===== src/rtl/fetch_seq.sv =====
// Instruction fetch sequencer: one outstanding memory read per PC, buffers the reply for decode.
// Optional watchdog on WAIT/FLUSH enabled by defining FETCH_TIMEOUT_EN.
`timescale 1ns/1ps
module fetch_seq #(
    parameter int XLEN           = 64,
    parameter int TIMEOUT_CYCLES = 255
) (
    input  logic            clk,
    input  logic            rst,
    input  logic [XLEN-1:0] pc,
    input  logic            stall,
    input  logic            redirect,
    output logic            req_valid,
    input  logic            req_ready,
    output logic [XLEN-1:0] req_addr,
    input  logic            resp_valid,
    input  logic [31:0]     resp_data,
    output logic            inst_valid,
    output logic [31:0]     inst,
    output logic [XLEN-1:0] inst_pc,
    output logic            inst_comp,
    output logic            fetch_err
);

    typedef enum logic [2:0] {
        IDLE  = 3'd0,
        REQ   = 3'd1,
        WAIT  = 3'd2,
        HOLD  = 3'd3,
        FLUSH = 3'd4
    } state_t;

    state_t            state_reg, state_next;
    logic [31:0]       inst_reg, inst_next;
    logic [XLEN-1:0]   inst_pc_reg, inst_pc_next;
    logic              timeout_hit;
    logic              timeout_fire;

    always_ff @(posedge clk) begin
        if (rst) begin
            state_reg   <= IDLE;
            inst_reg    <= 32'd0;
            inst_pc_reg <= '0;
        end else begin
            state_reg   <= state_next;
            inst_reg    <= inst_next;
            inst_pc_reg <= inst_pc_next;
        end
    end

    always_comb begin
        state_next   = state_reg;
        inst_next    = inst_reg;
        inst_pc_next = inst_pc_reg;
        timeout_fire = 1'b0;
        case (state_reg)
            IDLE: state_next = REQ;
            REQ: begin
                // A request accepted in a redirect cycle targets the old path; its reply must be drained.
                if (req_ready) begin
                    if (redirect) begin
                        state_next = FLUSH;
                    end else begin
                        inst_pc_next = pc;
                        state_next   = WAIT;
                    end
                end
            end
            WAIT: begin
                if (resp_valid) begin
                    if (redirect) begin
                        state_next = REQ;
                    end else begin
                        inst_next  = resp_data;
                        state_next = HOLD;
                    end
                end else if (timeout_hit) begin
                    timeout_fire = 1'b1;
                    state_next   = REQ;
                end else if (redirect) begin
                    state_next = FLUSH;
                end
            end
            HOLD: begin
                if (redirect || !stall) begin
                    state_next = REQ;
                end
            end
            FLUSH: begin
                if (resp_valid) begin
                    state_next = REQ;
                end else if (timeout_hit) begin
                    timeout_fire = 1'b1;
                    state_next   = REQ;
                end
            end
            default: state_next = IDLE;
        endcase
    end

`ifdef FETCH_TIMEOUT_EN
    localparam int CNT_W = ($clog2(TIMEOUT_CYCLES + 1) > 8) ? $clog2(TIMEOUT_CYCLES + 1) : 8;

    logic [CNT_W-1:0] cnt_reg, cnt_next;
    logic             err_reg;
    logic             in_wait_flush;

    assign in_wait_flush = (state_reg == WAIT) || (state_reg == FLUSH);
    assign timeout_hit   = in_wait_flush && (cnt_reg == CNT_W'(TIMEOUT_CYCLES - 1));

    // Counter restarts on every entry into WAIT or FLUSH, including WAIT -> FLUSH.
    always_comb begin
        cnt_next = cnt_reg;
        if ((state_next != state_reg) && ((state_next == WAIT) || (state_next == FLUSH))) begin
            cnt_next = '0;
        end else if (in_wait_flush) begin
            cnt_next = cnt_reg + 1'b1;
        end
    end

    always_ff @(posedge clk) begin
        if (rst) begin
            cnt_reg <= '0;
            err_reg <= 1'b0;
        end else begin
            cnt_reg <= cnt_next;
            if (timeout_fire) begin
                err_reg <= 1'b1;
            end
        end
    end

    assign fetch_err = err_reg;
`else
    logic unused_timeout_cfg;

    // Without the watchdog the limit has no effect.
    assign unused_timeout_cfg = ^TIMEOUT_CYCLES;
    assign timeout_hit        = 1'b0;
    assign fetch_err          = 1'b0;
`endif

    assign req_valid  = (state_reg == REQ);
    assign req_addr   = {pc[XLEN-1:1], 1'b0};
    assign inst_valid = (state_reg == HOLD);
    assign inst       = inst_reg;
    assign inst_pc    = inst_pc_reg;
    assign inst_comp  = inst_valid & (inst_reg[1:0] != 2'b11);

endmodule


===== config.mk =====
export PLATFORM = sky130hd
export DESIGN_NAME = fetch_seq
export DESIGN_NICKNAME = d
export VERILOG_FILES = /design/src/rtl/fetch_seq.sv
export SDC_FILE = /design/constraint.sdc
export NUM_CORES = 1
export LEC_CHECK = 0
export CAP_MARGIN = 10
export CORE_UTILIZATION = 40
export DETAILED_ROUTE_END_ITERATION = 12
export DONT_BUFFER_PORTS = 1
export SLEW_MARGIN = 0
export SYNTH_ARGS = -nofsm -noshare
export SYNTH_HDL_FRONTEND = slang
export SYNTH_SLANG_ARGS = --single-unit
export TNS_END_PERCENT = 5

===== constraint.sdc =====
create_clock -name clk -period 2.1 [get_ports clk]
set_clock_uncertainty 0.15 [all_clocks]
set_input_delay 0.21 -clock clk [delete_from_list [all_inputs] [get_ports clk]]
set_output_delay 0.21 -clock clk [all_outputs]
set_load 0.02 [all_outputs]

* Word level (Yosys, flattened, before mapping)
Index checks and enable logic that the tools add are counted.
Word-level totals: register bits 99, input port bits 102, word-level logic and storage cells 28
Cells by class: equal/unequal tests 9, muxes and demuxes 8, bitwise gates (word level) 2, reduce and logical (&&, ||, !) cells 6
Operators by type and width (number):
- $mux 3 | 6
- $pmux 3 s5 | 1
- $eq 3x2->1 const B | 2
- $reduce_and 3->1 | 2
- $ne 2x1->1 const B | 2
- $ne 2x2->1 const B | 2
- $reduce_and 4->1 | 1
- $eq 3x1->1 const B | 1
- $eq 3x3->1 const B | 1
- $logic_not 3->1 | 1
- $ne 3x3->1 const B | 1
- $mux 2 | 1
- $and 1x1->1 | 1
- $logic_not 1->1 | 1
- $logic_or 1x1->1 | 1
- $not 1->1 | 1

* Longest topological paths before layout
depth in word-level cells 4, depth in mapped cells 6, mapped depth without buffers 4

* Worst setup path before layout
No wires, ideal clock.
kind register -> output, start point register state_reg[0], end point output port inst_comp, data arrival time 1448 ps, required time 1740 ps, path slack 292 ps, stages on the path, launching flop included 5, buffers on the path 1, cell sequence dfxtp_1 buf_6 and2b_1 and2_1 a21boi_0
On the way: cells in the longest elaborated chain, start to end 2
RTL lines:
- from (decl) | RTL line 33 | state_t state_reg, state_next;
- from (signal assigned) | RTL line 45 | state_reg <= state_next;
- $eq 3x2->1 | RTL line 145 | assign inst_valid = (state_reg == HOLD);
- net inst_valid | RTL line 18 | output logic inst_valid,
- $and 1x1->1 | RTL line 148 | assign inst_comp = inst_valid & (inst_reg[1:0] != 2'b11);
- to (decl) | RTL line 21 | output logic inst_comp,
The timed path passes the listed nets, and every way through them passes these cells.

* Worst setup path in the final report
start point input port redirect, end point register inst_reg[25], in the netlist inst[25]
On the way: cells in the longest elaborated chain, start to end 2
RTL lines:
- from (decl) | RTL line 12 | input logic redirect,
- $not 1->1 (no source line)
- $reduce_and 3->1 (no source line)
- to (signal assigned) | RTL line 46 | inst_reg <= inst_next;
- to (decl) | RTL line 34 | logic [31:0] inst_reg, inst_next;
No other way between the ends. A chain may end at the register's enable or synchronous reset.

==> implementation parameters <==
Parameter                              Value

Finish
  Layout cells sized above 1 ... 6.100%
  Final design utilization ... 49.56%
  Largest register FFs ... 64
  Area delta synth->final ... 18.83%
  Fillcell total ... 887
  Antenna diodes ... 0
  Register area ... 1986 sq um
  Multi-input gate area ... 1418 sq um
  Final #Nets ... about 640
  Most frequent standard cell in the layout excluding fill and tap cells ... nand2_1
  Commonest cells after routing, fill and taps aside ... nand2_1, dlygate4sd3_1, a21oi_1, dfxtp_1, clkbuf_8

Synth
  Distinct cell type count of the synthesized netlist ... 29
  Area share of the largest cell type after synthesis ... 48.18%
  Share of synthesized area occupied by flip-flops and latches ... 48.18%
  Avg Inst Size Synth ... about 8 sq um
  Total number of yosys warnings ... 0
  Synth Register Bits ... 99
  Number of synthesized flops with an enable pin ... 0
  Cell taking the most area after synthesis ... dfxtp_1
  Synth area leaders ... dfxtp_1, nand2_1, buf_4
  Gate count after technology mapping ... approximately 500
  Mapped Area ... 4114 sq um
  Fraction of registers with async set or reset after synthesis ... 0%
  Most instantiated flip-flop cell in the synthesis netlist ... dfxtp_1

Die
  Placeable core region ... 9864 sq um
  Floorplan die height ... 103.4 um
  Die Footprint ... 10690 sq um
  Number of placement rows ... 36
  Initial Util ... 41.70%
  Horizontal extent of the die ... approximately 100 um
  IO Count ... around 270

Setup path
  CP Max Fanout ... 32
  Critical path arrival ... 2.18 ns
  Type of element capturing the critical path ... register
  Worst reg2reg setup slack ... 0.10 ns
  Critical setup path kind ... input pin to register
  Startpoint type of the worst setup path ... input pin
  Worst Path Required ... 2.24 ns

Global route
  Number of global-route vias before repair ... 3059
  Total congestion overflow after global routing ... 0
  Largest net degree at the start of global routing ... 88
  Total global-route track usage ... 17.67%
  Antenna violations before repair ... 0
  First-pass GRT wire length ... roughly 14000 um

Clocking
  Worst-Skew Late Latency ... 0.35 ns
  Maximum root-to-sink buffer count ... 2
  CTS sink count ... 99
  Setup Buffers After CTS ... 0
  Clock transition at the registers of the reported paths ... 0.09 ns
  Clock tree root driver cell ... clkbuf_8
  Number of buffers added by the clock tree synthesis step ... 9
  TritonCTS clock tree ... yes
  H-tree depth reported by CTS ... 3

Detailed routing
  Detailed-route DRC error count ... 0
  Vias per std cell ... 4.967
  Routed wirelength normalized by instance count ... 15.43 um
  Initial DRT Pass Iterations ... 4
  Routed Wire Length ... about 10000 um
  Metal-1 WL ... 3876 um
  Detailed Route Iter0 Violations ... 93
  Met3 wire len ... 1050 um
  Number of antenna-violating nets in the routed design ... 0
  Highest routed layer ... met4
  Count of vias placed by the detailed router ... between 3000 and 4000
  Routed wire length on met2 ... 5360 um

Place
  Gpl congestion ... 0.7147
  HPWL after DPL ... 6135 um
  Number of buffers inserted by port buffering ... 0
  Worst setup timing slack at the placement stage ... roughly 0.32 ns

Status
  Run status ... finished clean

Job
  Max-capacitance violation count ... 0

STA
  Highest Clock Rate ... just under 0.5 GHz
  Number of hold violations in the final report ... 0
  Fin crit period ... 2.036 ns
  Total count of max-transition violations in the final report ... 0
  Setup violators final ... 0
  Final WS setup ... approximately 0.064 ns
  Portion of the clock cycle consumed by the worst path in the final layout ... a little over nine tenths

Power
  Leakage component of the power ... 1.728 nW
  Ratio of total power to cell area ... 817.8 nW/um^2
  Maximum ir drop on the vdd rail ... 359.7 uV

Hold path
  Type of the most critical hold path ... input pin to register
cells by family after synthesis:
kind of cell | count (synthesis) | share of synthesized area, %
compound gates | 105 | 13.32
buf+inv | 99 | 17.73
flops | 99 | 48.18
other cells | 1 | 0.09115
simple gates | 211 | 20.68
layer usage:
| layer | up-vias | track usage, % |
|---|---|---|
| met5 | - | 0 |
| met4 | 0 | 8.234 |
| met3 | 10 | 7.056 |
| met2 | 191 | 31.48 |
| met1 | 1528 | 18.10 |
| li1 | 1619 | - |
metrics by stage:
| stage | hold WS [ns] | power [mW] | TNS, ns | instance area [sq um] | std cells |
|---|---|---|---|---|---|
| 2_1_floorplan | 0.1960 | 2.681 | 0 | 4118 | 516 |
| 3_5_place_dp | 0.1374 | 2.503 | 0 | 3617 | 557 |
| 3_3_place_gp | 0.1346 | 2.485 | 0 | 3617 | 557 |
| 4_1_cts | 0.02119 | 4.039 | 0 | 4872 | 674 |
| 6_report | 0.03661 | 3.998 | 0 | 4888 | 674 |
| 5_1_grt | 0.03979 | 4.199 | -0.004127 | 4888 | 674 |
synthesized netlist by cell type, drive strengths merged (2+ instances only):
master / instances
nor2: 5
a211o: 2
nand2b: 3
nor3: 2
dfxtp: 99
o21ai: 2
a21oi: 97
nand2: 194
buf: 86
clkbuf: 12
worst paths after layout:
check,from,to,depth (start not counted)
setup / recovery,redirect,inst[25],7
hold / removal,req_ready,state_reg[1],3
hold reg to reg,inst_pc[53],inst_pc[53],2
setup reg to reg,state_reg[2],inst[25],6
power by group:
group / switching, mW / leakage [nW] / internal (mW) / total, mW
clock: 0.646 / 0.117 / 0.706 / 1.35
sequential: 0.184 / 0.802 / 1.97 / 2.16
combinational: 0.248 / 0.809 / 0.241 / 0.489
critical path, stage by stage:
cell and delay [ns]:
dlygate4sd3_1 0.55, nor2_2 0.14, and4b_1 0.23, buf_6 0.24
nand2_1 0.08, a21oi_1 0.14, dlygate4sd3_1 0.58
repair_timing:
action | in CTS | in global routing
setup endpoints to repair | 1 | 15
hold buffers | 101 | 0
gates resized for setup | 1 | 6
hold endpoints to repair | 99 | 0
final cells by class:
type | count | area share (%)
Multi-Input combinational cell | 318 | 29.00
Tap cell | 133 | 3.404
Inverter | 1 | 0.07679
Sequential cell | 99 | 40.62
Clock inverter | 6 | 1.792
Clock buffer | 10 | 2.815
Timing Repair Buffer | 107 | 22.29
Power figures use the tool's default switching activity.
